--- config.mk ---
export PLATFORM = sky130hd
export DESIGN_NAME = pulse_measure
export DESIGN_NICKNAME = d
export VERILOG_FILES = /design/src/rtl/pulse_measure.sv
export SDC_FILE = /design/constraint.sdc
export NUM_CORES = 1
export LEC_CHECK = 0
export BUFFER_PORTS_ARGS = -buffer_cell sky130_fd_sc_hd__buf_4
export CAP_MARGIN = 20
export CORE_UTILIZATION = 60
export CTS_CLUSTER_DIAMETER = 150
export DETAILED_ROUTE_END_ITERATION = 10
export PLACE_DENSITY = 0.81
export SETUP_SLACK_MARGIN = 0.3
export SYNTH_ARGS = -nofsm -noshare
export SYNTH_HDL_FRONTEND = slang
export SYNTH_SLANG_ARGS = --single-unit
--- constraint.sdc ---
create_clock -name clk -period 3.6 [get_ports clk]
set_clock_uncertainty 0.15 [all_clocks]
set_input_delay 0.9 -clock clk [delete_from_list [all_inputs] [get_ports clk]]
set_output_delay 0.9 -clock clk [all_outputs]
set_load 0.01 [all_outputs]
--- src/rtl/pulse_measure.sv ---
// Pulse width / period measurement.
// Consumes single-cycle rise/down edge pulses from an upstream edge detector,
// measures high time and rise-to-rise period in clk cycles, and presents each
// completed result in a one-entry valid/ready output register. Sticky flags
// report dropped results (ovf) and edge-protocol violations (err).
module pulse_measure #(
    parameter int CNT_W = 16
) (
    input  logic             clk,
    input  logic             rst,
    input  logic             rise,
    input  logic             down,
    output logic             meas_valid,
    input  logic             meas_ready,
    output logic [CNT_W-1:0] width,
    output logic [CNT_W-1:0] period,
    output logic             meas_sat,
    output logic             ovf,
    output logic             err
);

    localparam logic [CNT_W-1:0] CNT_MAX = '1;
    localparam logic [CNT_W-1:0] CNT_ONE = CNT_W'(1);

    typedef enum logic [1:0] {
        IDLE = 2'd0,
        HIGH = 2'd1,
        LOW  = 2'd2
    } state_t;

    state_t           state_reg;
    // cnt_reg holds (current cycle - t0), clamped at CNT_MAX
    logic [CNT_W-1:0] cnt_reg;
    // set once the count would have gone past CNT_MAX
    logic             cnt_sat_reg;
    logic [CNT_W-1:0] width_cap_reg;
    logic             width_sat_reg;
    logic             err_reg;

    logic             valid_reg;
    logic [CNT_W-1:0] width_reg;
    logic [CNT_W-1:0] period_reg;
    logic             sat_reg;
    logic             ovf_reg;

    logic both_edges;
    logic rise_only;
    logic down_only;
    logic complete;
    logic accept;
    logic can_load;

    // Edge qualification and output handshake decode
    always_comb begin
        both_edges = rise & down;
        rise_only  = rise & ~down;
        down_only  = down & ~rise;
        complete   = (state_reg == LOW) && rise_only;
        accept     = valid_reg & meas_ready;
        // A new result may load if the slot is empty or is being emptied now
        can_load   = ~valid_reg | meas_ready;
    end

    // Measurement state machine, saturating cycle counter and width capture
    always_ff @(posedge clk) begin
        if (rst) begin
            state_reg     <= IDLE;
            cnt_reg       <= '0;
            cnt_sat_reg   <= 1'b0;
            width_cap_reg <= '0;
            width_sat_reg <= 1'b0;
            err_reg       <= 1'b0;
        end else begin
            // Free-running count while a measurement is open; restarts below override it
            if (state_reg != IDLE) begin
                if (cnt_reg == CNT_MAX) begin
                    cnt_sat_reg <= 1'b1;
                end else begin
                    cnt_reg <= cnt_reg + CNT_ONE;
                end
            end

            if (both_edges) begin
                // Ambiguous edge pair: flag it and leave the measurement untouched
                err_reg <= 1'b1;
            end else begin
                case (state_reg)
                    IDLE: begin
                        if (rise_only) begin
                            state_reg   <= HIGH;
                            cnt_reg     <= CNT_ONE;
                            cnt_sat_reg <= 1'b0;
                        end
                    end
                    HIGH: begin
                        if (rise_only) begin
                            // Missing down: abandon this measurement and restart at this edge
                            err_reg     <= 1'b1;
                            cnt_reg     <= CNT_ONE;
                            cnt_sat_reg <= 1'b0;
                        end else if (down_only) begin
                            width_cap_reg <= cnt_reg;
                            width_sat_reg <= cnt_sat_reg;
                            state_reg     <= LOW;
                        end
                    end
                    LOW: begin
                        if (rise_only) begin
                            // Period closes here and the next measurement opens on the same edge
                            state_reg   <= HIGH;
                            cnt_reg     <= CNT_ONE;
                            cnt_sat_reg <= 1'b0;
                        end else if (down_only) begin
                            err_reg <= 1'b1;
                        end
                    end
                    default: begin
                        state_reg <= IDLE;
                    end
                endcase
            end
        end
    end

    // One-entry result register with valid/ready handshake and overflow tracking
    always_ff @(posedge clk) begin
        if (rst) begin
            valid_reg  <= 1'b0;
            width_reg  <= '0;
            period_reg <= '0;
            sat_reg    <= 1'b0;
            ovf_reg    <= 1'b0;
        end else if (complete) begin
            if (can_load) begin
                valid_reg  <= 1'b1;
                width_reg  <= width_cap_reg;
                period_reg <= cnt_reg;
                sat_reg    <= width_sat_reg | cnt_sat_reg;
            end else begin
                // Held result is not being taken: keep it and drop the new one
                ovf_reg <= 1'b1;
            end
        end else if (accept) begin
            valid_reg <= 1'b0;
        end
    end

    assign meas_valid = valid_reg;
    assign width      = width_reg;
    assign period     = period_reg;
    assign meas_sat   = sat_reg;
    assign ovf        = ovf_reg;
    assign err        = err_reg;

endmodule

==> metrics.yaml <==
outcome: "finished, violations left"
violated_checks: "design-rule violations"
share_of_layout_cells_above_drive_strength_1: 0.1736
grt.met3_usage: 0.05626
ant_nets: 0
slew-limit-headroom: 0.5276
postSynthRegisterBits: 72
routed_wl_um: 6364
worst_setup_hold_path_clk_slew_ps: 80
grt_use_total: 0.2715
ff2ff_setup_slack_ps: 1330
initial_utilization: 0.6451
worst_r2r_startpoint: "cnt_reg[0]$_SDFF_PP0_"
synth.largest_area_cell: "dfxtp_1"
rr_endpoint: "cnt_reg[14]$_SDFF_PP0_"
antenna_cells: 0
rsz_0062_raised_after_global_routing: "false"
design.final.nets: 387
via_count: 2530
worst_slew_pin_slew_ps: 703.2
ys_async_sr_fraction: 0
num_io_pins: 41
floorplan.die.width_um: 71.36
first_pass_grt_wire_length_um: 10620
avgSynthCellArea_um2: 8.154
number_of_global_route_vias_before_repair: 2333
worstSetupStartpointType: "input pin"
die_height_um: 71.36
accumulated_negative_setup_slack_ps: 0
pin_count_of_the_biggest_net_entering_global_routing: 59
setup_viol: 0
timing.final.crit_period_ps: 2326
clock_tree.buffer_depth: 2
hold-path-cell-count: 2
drt_pass1_iterations: 7
hold_path_end: "width[9]$_SDFFE_PP0P_"
timing.max_cap.violations: 0
synthesis.area_um2: 2887
path_common_cell: "buf_4"
cts.htree.levels: 3
fmax_mhz: 429.9
detail_route.iter0.violations: 205
number_of_antenna_violations_at_the_first_check_in_global_routing: 0
most_used_standard_cell_by_instance_count_after_synthesis: "nand2_1"
timing.critical_path.required_ps: 3720
drt-wirelength-per-cell_um: 14.53
post_synth_main_area_contributors: "dfxtp_1, nand2_1, a21oi_1"
routed_via_density: 5.776
layout-area-overhead-vs-synth_pct: 14.91
critical_path_arrival_ps: 2440
cp_slowest_cell: "and3_1"
r2r_cells: 5
port-buffer-count: 40
timing.final.crit_share: 0.6462
worstHoldStart: "width_cap_reg[9]$_SDFFE_PP0P_"
yosysSeqAreaShare: 0.4993
hpwl_um: 4014
critical_path_class: "in2reg"
cts.hold.buffers_added: 0
row_count: 24
power.static_leakage_nw: 1.181
synth_ff_type: "dfxtp_1"
clk_latency_ps: 340
grt_overflow: 0
remaining_drc_errors: 4
synthDominantCellAreaShare: 0.4993
ir_worst_vdd_v: 0.0003217
cp_cell_sequence: "buf_4 > nor2b_1 > and3_1 > buf_4 > nand2_1 > a21oi_1"
syn-num-nets: 360
end_kind: "flop"
cts_setup_buffers: 0
tritoncts: "built"
grt_util_met1: 0.3495
crit_fanout: 26
die_area_um2: 5092
clock_sinks: 72
ys_warn_count: 0
grtUsageMet2: 0.4349
netlist-cell-type-count: 47
globalplace.congestion: 0.8712
slowest_delay_ps: 410
fillcell_total: 356
power_density_nw_per_um2: 447.9
report.final.slew_viol_count: 0
post-route-util: 0.7413
post_synthesis_instance_total: 354
fp.coreArea_um2: 4474
cts_buffers: 9
synth.top_cells.by_count: "nand2_1, dfxtp_1, a21oi_1, clkbuf_1, nor2_1"
clock_tree.root_cell: "clkbuf_8"
post_cts_resized: 0
synth_edf_count: 0
finalHoldViolCount: 0
gr-max-usage-layer: "met2"
hold_path_class: "reg2reg"
stage by stage:
stage	instances	setup slack (ps)	hold slack [ps]	power, mW	instance area, um^2
after CTS	438	1307	304.9	1.489	3317
after global routing	438	1135	322.9	1.529	3317
after floorplan	354	1464	282.1	0.8582	2887
final	438	1274	302.1	1.486	3317
after detailed placement	422	990.4	296.6	0.8692	3119
after global placement	422	1076	288.3	0.8682	3119
cell usage in the layout (no fill, tap or decap), drive strengths merged, types with 2 or more instances in the layout:
| master | instances |
|---|---|
| nor4 | 2 |
| buf | 42 |
| and4 | 3 |
| or4 | 4 |
| o21ai | 6 |
| clkbuf | 11 |
| nand3 | 8 |
| nand4 | 5 |
| dfxtp | 72 |
| o41ai | 2 |
| a21oi | 62 |
| clkinv | 3 |
| or2 | 2 |
| nand2 | 108 |
| inv | 3 |
| nor3 | 8 |
| or3 | 3 |
| nand3b | 2 |
| o31ai | 4 |
| nor2b | 3 |
| and3 | 2 |
| a31oi | 2 |
| o211ai | 4 |
| nor2 | 10 |
kinds of logic after synthesis:
group,after synthesis,share of synthesized area
compound gates,89,0.1795
fa+ha+maj,1,0.004334
buf+inv,29,0.05505
flops,72,0.4993
simple gates,163,0.2618
final cells by class:
cell class | count | area, um^2 | area share
clock buffers | 11 | 141.4 | 0.04263
multi-input cells | 253 | 1286 | 0.3878
inverters | 3 | 11.26 | 0.003395
clock inverters | 5 | 56.30 | 0.01697
well taps | 52 | 65.06 | 0.01962
repair buffers | 42 | 315.3 | 0.09506
flip-flops and latches | 72 | 1441 | 0.4346
power breakdown:
part           leakage (nW)  internal, mW  total [mW]  switching, mW
sequential            0.580         0.800       0.808        0.00797
clock                0.0993         0.338       0.634          0.296
combinational         0.501        0.0140      0.0441         0.0301
worst max-delay path: cells and delay by family:
kind	cells	cell delay, ps
buffers and inverters	2	470
and+or+nand+nor	3	900
AOI/OAI and AO/OA	1	160
how the worst max path moves through the flow:
stage               slack (ps)                      end  start  depth (start not counted)
floorplan                 1460    cnt_reg[6]$_SDFF_PP0_   rise                          5
global placement          1080    meas_sat$_SDFFE_PP0P_   down                          6
detailed placement         990   width[14]$_SDFFE_PP0P_   down                          6
CTS                       1310  period[14]$_SDFFE_PP0P_   down                          6
global route              1140  period[14]$_SDFFE_PP0P_   rise                          6
finish                    1270  period[14]$_SDFFE_PP0P_   down                          6
layer usage:
layer,part of all wire,vias to the layer above
met5,0,-
met4,0.018,0
met3,0.052,10
met2,0.47,72
met1,0.46,1179
li1,-,1269
No activity file was read; power rests on OpenSTA's default activity.
